===== src/rtl/mips_pkg.sv =====
`default_nettype none
// ----------------------------------------------------------------------------
// mips_pkg: constants and next-PC select encoding shared by pipeline stages.
// Revision: 1.0
// ----------------------------------------------------------------------------
package mips_pkg;

  localparam logic [31:0] NOP_WORD         = 32'h0000_0000;
  localparam logic [31:0] DEFAULT_RESET_PC = 32'h0000_0000;

  typedef enum logic [1:0] {
    NPC_SEQ    = 2'd0,
    NPC_BRANCH = 2'd1,
    NPC_JUMP   = 2'd2,
    NPC_HOLD   = 2'd3
  } npc_sel_e;

endpackage
`default_nettype wire


===== src/rtl/if_id_reg.sv =====
`default_nettype none
// ----------------------------------------------------------------------------
// if_id_reg: IF/ID pipeline register with hold and flush (bubble) controls.
// Revision: 1.0
// ----------------------------------------------------------------------------
module if_id_reg #(
  parameter logic [31:0] NOP_WORD = mips_pkg::NOP_WORD
) (
  input  logic        clk,
  input  logic        rst_n,
  input  logic        i_hold,
  input  logic        i_flush,
  input  logic [31:0] i_instr,
  input  logic [31:0] i_pc_plus4,
  output logic [31:0] o_instr,
  output logic [31:0] o_pc_plus4,
  output logic        o_valid
);

  logic [31:0] r_instr;
  logic [31:0] r_pc_plus4;
  logic        r_valid;

  // Flush keeps pc_plus4 so a bubble still carries its last known link value.
  always_ff @(posedge clk or negedge rst_n) begin
    if (!rst_n) begin
      r_instr    <= NOP_WORD;
      r_pc_plus4 <= 32'h0;
      r_valid    <= 1'b0;
    end else if (i_flush) begin
      r_instr    <= NOP_WORD;
      r_valid    <= 1'b0;
    end else if (!i_hold) begin
      r_instr    <= i_instr;
      r_pc_plus4 <= i_pc_plus4;
      r_valid    <= 1'b1;
    end
  end

  assign o_instr    = r_instr;
  assign o_pc_plus4 = r_pc_plus4;
  assign o_valid    = r_valid;

endmodule
`default_nettype wire


===== src/rtl/fetch_stage.sv =====
`default_nettype none
// ----------------------------------------------------------------------------
// fetch_stage: MIPS IF stage - PC, next-PC select, fetch-fault check, IF/ID.
// Revision: 1.0
// ----------------------------------------------------------------------------
module fetch_stage #(
  parameter logic [31:0] RESET_PC   = mips_pkg::DEFAULT_RESET_PC,
  parameter int          IMEM_BYTES = 256,
  parameter logic [31:0] NOP_WORD   = mips_pkg::NOP_WORD
) (
  input  logic        clk,
  input  logic        rst_n,
  output logic [31:0] read_address,
  input  logic [31:0] instruction,
  input  logic        stall,
  input  logic        branch_taken,
  input  logic [31:0] branch_target,
  input  logic        jump,
  input  logic [31:0] jump_target,
  output logic [31:0] pc,
  output logic [31:0] if_id_instr,
  output logic [31:0] if_id_pc_plus4,
  output logic        if_id_valid,
  output logic        fetch_fault,
  output logic [31:0] fetch_count
);

  import mips_pkg::*;

  localparam logic [31:0] c_MAX_PC = 32'(IMEM_BYTES - 4);

  logic [31:0] r_pc;
  logic        r_fault;
  logic [31:0] r_count;

  npc_sel_e    w_sel;
  logic [31:0] w_pc_plus4;
  logic [31:0] w_pc_next;
  logic        w_illegal;
  logic        w_seq_fault;
  logic        w_fetch_ok;
  logic        w_flush;
  logic        w_hold;

  // Branch outranks stall (older instruction); a stalled jump is re-presented.
  always_comb begin
    w_sel = NPC_SEQ;
    if (branch_taken)       w_sel = NPC_BRANCH;
    else if (jump && !stall) w_sel = NPC_JUMP;
    else if (stall)          w_sel = NPC_HOLD;
  end

  always_comb begin
    w_pc_next = r_pc;
    case (w_sel)
      NPC_BRANCH: w_pc_next = branch_target;
      NPC_JUMP:   w_pc_next = jump_target;
      NPC_HOLD:   w_pc_next = r_pc;
      default:    w_pc_next = w_pc_plus4;
    endcase
  end

  assign w_pc_plus4  = r_pc + 32'd4;
  assign w_illegal   = (r_pc[1:0] != 2'b00) || (r_pc > c_MAX_PC);
  assign w_seq_fault = (w_sel == NPC_SEQ) && w_illegal;
  assign w_fetch_ok  = (w_sel == NPC_SEQ) && !w_illegal;
  assign w_flush     = (w_sel == NPC_BRANCH) || (w_sel == NPC_JUMP) || w_seq_fault;
  assign w_hold      = (w_sel == NPC_HOLD);

  always_ff @(posedge clk or negedge rst_n) begin
    if (!rst_n) begin
      r_pc    <= RESET_PC;
      r_fault <= 1'b0;
      r_count <= 32'h0;
    end else begin
      r_pc    <= w_pc_next;
      r_fault <= r_fault | w_seq_fault;
      if (w_fetch_ok) r_count <= r_count + 32'd1;
    end
  end

  if_id_reg #(
    .NOP_WORD (NOP_WORD)
  ) u_if_id (
    .clk        (clk),
    .rst_n      (rst_n),
    .i_hold     (w_hold),
    .i_flush    (w_flush),
    .i_instr    (instruction),
    .i_pc_plus4 (w_pc_plus4),
    .o_instr    (if_id_instr),
    .o_pc_plus4 (if_id_pc_plus4),
    .o_valid    (if_id_valid)
  );

  assign read_address = r_pc;
  assign pc           = r_pc;
  assign fetch_fault  = r_fault;
  assign fetch_count  = r_count;

endmodule
`default_nettype wire


===== config.mk =====
export PLATFORM = sky130hd
export DESIGN_NAME = fetch_stage
export DESIGN_NICKNAME = d
export VERILOG_FILES = /design/src/rtl/mips_pkg.sv /design/src/rtl/if_id_reg.sv /design/src/rtl/fetch_stage.sv
export SDC_FILE = /design/constraint.sdc
export NUM_CORES = 1
export LEC_CHECK = 0
export CAP_MARGIN = 20
export CORE_ASPECT_RATIO = 1.25
export CORE_MARGIN = 2
export CORE_UTILIZATION = 25
export DETAILED_ROUTE_END_ITERATION = 7
export HOLD_SLACK_MARGIN = 0.05
export PLACE_DENSITY_LB_ADDON = 0.3
export SLEW_MARGIN = 20
export SYNTH_ARGS = -nofsm -noshare
export SYNTH_HDL_FRONTEND = slang
export SYNTH_SLANG_ARGS = --single-unit

===== constraint.sdc =====
create_clock -name clk -period 2.7 [get_ports clk]
set_clock_uncertainty 0.15 [all_clocks]
set_input_delay 0.405 -clock clk [delete_from_list [all_inputs] [get_ports clk]]
set_output_delay 0.405 -clock clk [all_outputs]
set_load 0.02 [all_outputs]

==> key figures <==
Synth
  • Async set or reset register ratio after synthesis: 100.0%
  • Total number of yosys warnings: 0
  • EDFF count, synth: 0
  • Number of distinct library cell variants in the gate-level netlist after synthesis: 53
  • Number of instances in the synthesized netlist: 641
  • Netlist area before placement: 6749 um2
  • Count of state elements after synthesis: 130
  • Most frequently used flop master after synthesis: sky130_fd_sc_hd__dfrtp_1
  • Mean post-synth cell area: 10.53 um2
  • Sequential area share after synthesis: 48.20%
  • Total nets after synthesis: 747

Clock tree
  • Root buffer cell: sky130_fd_sc_hd__clkbuf_16
  • CTS tree: yes
  • Number of sinks driven by the clock tree: 130
  • CTS HTree Levels: 4
  • Clock edge transition at the registers on the reported setup and hold paths: 0.06 ns
  • Insertion delay to the later sink of the worst-skew pair: 0.43 ns
  • Maximum buffer depth of the clock tree: 2
  • Clock buffer count from CTS: 17

Worst setup path
  • Kind of capture point of the worst setup path: register
  • Cell mode on critical path: sky130_fd_sc_hd__buf_12
  • Ordered list of cells on the worst path: or4_4 -> or3_4 -> or2_4 -> a21boi_4 -> buf_12 -> buf_12 -> mux2_2
  • Slowest stage cell, crit path: sky130_fd_sc_hd__or4_4
  • Startpoint kind of the worst setup timing path: register
  • Delay contributed by the slowest stage of the critical path: 0.54 ns
  • Crit path kind: register to register
  • Endpoint arrival time on the critical path: 2.86 ns
  • Maximum fanout encountered on the critical timing path: 9
  • Data required time of the worst path: 2.86 ns

Timing
  • Setup repair after global routing missed its margin: yes
  • Maximum frequency from static timing analysis: 370.9 MHz
  • TNS Setup: 0 ns
  • Final Cycle Share: 99.86%
  • Final Max Tran Viols: 0
  • Number of failing hold endpoints at the final stage: 0
  • Actual transition at the worst max-transition pin: 0.6040 ns
  • Endpoints failing setup: 0
  • Minimum period implied by the final worst setup slack: 2.696 ns
  • Max-slew headroom at the worst pin: 59.36%

Floorplan
  • Die width: 151.0 um
  • Overall die area: 28340 um2
  • Die outline height: 187.7 um
  • Initial core utilization: 25.32%
  • Count of pins on the block boundary: 263
  • Rows: 67
  • Placeable core region: 26660 um2

Power and ir drop
  • Power consumption: 7.471 mW
  • Power Density: 696.8 nW/um2
  • Leakage power summed over all cells: 4.576 nW
  • Worst supply voltage drop on vdd: 0.3255 mV

Job
  • Maximum capacitance violations: 0

Global route
  • Total track usage: 16.64%
  • Global routing usage on met1: 20.01%
  • Pin count of the biggest net entering global routing: 74
  • Overflow left after global routing: 0
  • Global-route wire length before repair: 35780 um
  • Busiest metal layer after global routing: met2
  • GR Util met3: 4.282%
  • Met2 layer usage reported by global route: 28.92%
  • Antenna violations before repair: 0
  • Via count of the first global-routing pass: 6275

Placed design
  • Routability congestion estimate from global placement: 0.7945
  • DP HPWL: 17310 um
  • Port Buffer Count: 262

Detailed routing
  • DRC violation total after the first TritonRoute iteration: 309
  • Final routed DRC violation total: 0
  • Average via count per standard cell: 4.781
  • Number of nets with antenna violations after routing: 0
  • First-pass iteration count of the detailed router: 4
  • Routed vias: 6144
  • Final Routed Wirelength: 23270 um
  • Detailed-route wire length per cell: 18.11 um

Layout
  • Final core occ: 40.22%
  • Net count of the finished layout: 1033
  • Inserted Diodes: 0
  • Area delta synth->final: 58.86%
  • Highest-count cells in the layout ignoring fill and taps: 261 x sky130_fd_sc_hd__clkdlybuf4s50_1, 127 x sky130_fd_sc_hd__dfrtp_1, 71 x sky130_fd_sc_hd__buf_4
  • Commonest non-fill, non-tap cell in the layout: sky130_fd_sc_hd__clkdlybuf4s50_1
  • Proportion of layout cells with a drive suffix above 1: 15.74%

Outcome
  • Outcome: finished, final reports clean

Min path
  • Hold Path Class: register to register
metrics by stage:
stage	worst slack (ns)	hold slack, ns	instances	instance area (um2)
detailed placement	-0.1664	0.2537	1249	10060
floorplan	-0.03156	-0.04059	641	6788
CTS	0.007503	0.3129	1282	10650
finish	0.003709	0.3057	1285	10720
global placement	-0.1342	0.2498	1249	10060
global route	-0.03977	0.3403	1285	10720
synth_stat cells (all sizes together) (4+ instances only):
cell type,n,area [um2]
nor3,10,60.06
mux2i,6,60.06
or4,4,30.03
inv,13,48.80
xnor2,41,359.1
buf,45,330.3
ha,5,62.56
xor2,18,157.7
nand4,23,143.9
nor4,10,98.84
a22o,35,306.5
and4,7,61.31
nor2,40,150.1
a22oi,17,127.6
o22a,6,52.55
dfrtp,130,3253
mux2,30,337.8
and3,12,75.07
a221oi,6,52.55
nand3,24,120.1
a21oi,30,150.1
o21ai,26,130.1
nand2,27,101.4
a221o,5,50.05
o2bb2ai,6,52.55
clkbuf,32,120.1
cell type report:
cell class | instances | area [um2]
well taps | 345 | 431.7
clock buffers | 27 | 503.0
multi-input cells | 421 | 3048
clock inverters | 5 | 75.07
inverters | 13 | 48.80
fillers | 2695 | 15940
repair buffers | 344 | 3358
flip-flops and latches | 130 | 3257
path summary, 6_finish.rpt:
| kind | from | endpoint | slack, ns | cells past startpoint |
|---|---|---|---|---|
| worst max-delay path | pc[27] | u_if_id.o_pc_plus4[12] | 0.004 | 7 |
| worst min-delay path | fetch_fault | fetch_fault | 0.31 | 1 |
| worst max register to register | pc[27] | u_if_id.o_pc_plus4[12] | 0.004 | 7 |
| worst min register to register | fetch_fault | fetch_fault | 0.31 | 1 |
| max in group asynchronous | rst_n | u_if_id.o_pc_plus4[9] | 1.38 | 3 |
| min in group asynchronous | rst_n | fetch_count[15] | 0.36 | 2 |
routing by layer:
metal	wire [um]	vias to the layer above
met1	9515	3023
li1	-	2884
met3	1300	22
met4	365	0
met2	12090	215
met5	0	-
critical path: cells and delay by family, from the launching register on:
| family | cells | cell delay [ns] |
|---|---|---|
| AND/OR/NAND/NOR | 3 | 1.20 |
| flip-flops | 1 | 0.41 |
| multiplexers | 1 | 0.33 |
| buffers and inverters | 2 | 0.26 |
| AO/OA/AOI/OAI | 1 | 0.23 |
report_power, final:
group / internal (mW) / switching [mW] / total, mW / leakage (nW)
registers: 2.26 / 0.187 / 2.45 / 1.67
logic: 1.35 / 1.36 / 2.71 / 2.62
clock network: 1.45 / 0.856 / 2.31 / 0.285
cell families after synthesis:
| logic type | count (synthesis) | synth area share [%] |
|---|---|---|
| simple gates | 170 | 13.85 |
| compound gates | 151 | 16.07 |
| flops | 130 | 48.20 |
| buf+inv | 90 | 7.397 |
| xor+xnor | 59 | 7.657 |
| mux | 36 | 5.895 |
| fa+ha+maj | 5 | 0.9270 |
timing repair:
item,4_1_cts,5_1_grt
resized for setup,0,8
endpoints found under the setup margin,0,51
buffers inserted,0,3
endpoints found under the hold margin,47,0
hold buffers,1,0
state kept, by name, indices dropped and copies added, names as in the netlist:
signal,count
fetch_count,32
fetch_fault,1
pc,32
u_if_id.o_instr,32
u_if_id.o_pc_plus4,32
u_if_id.o_valid,1
No activity file was read; power rests on OpenSTA's default activity.
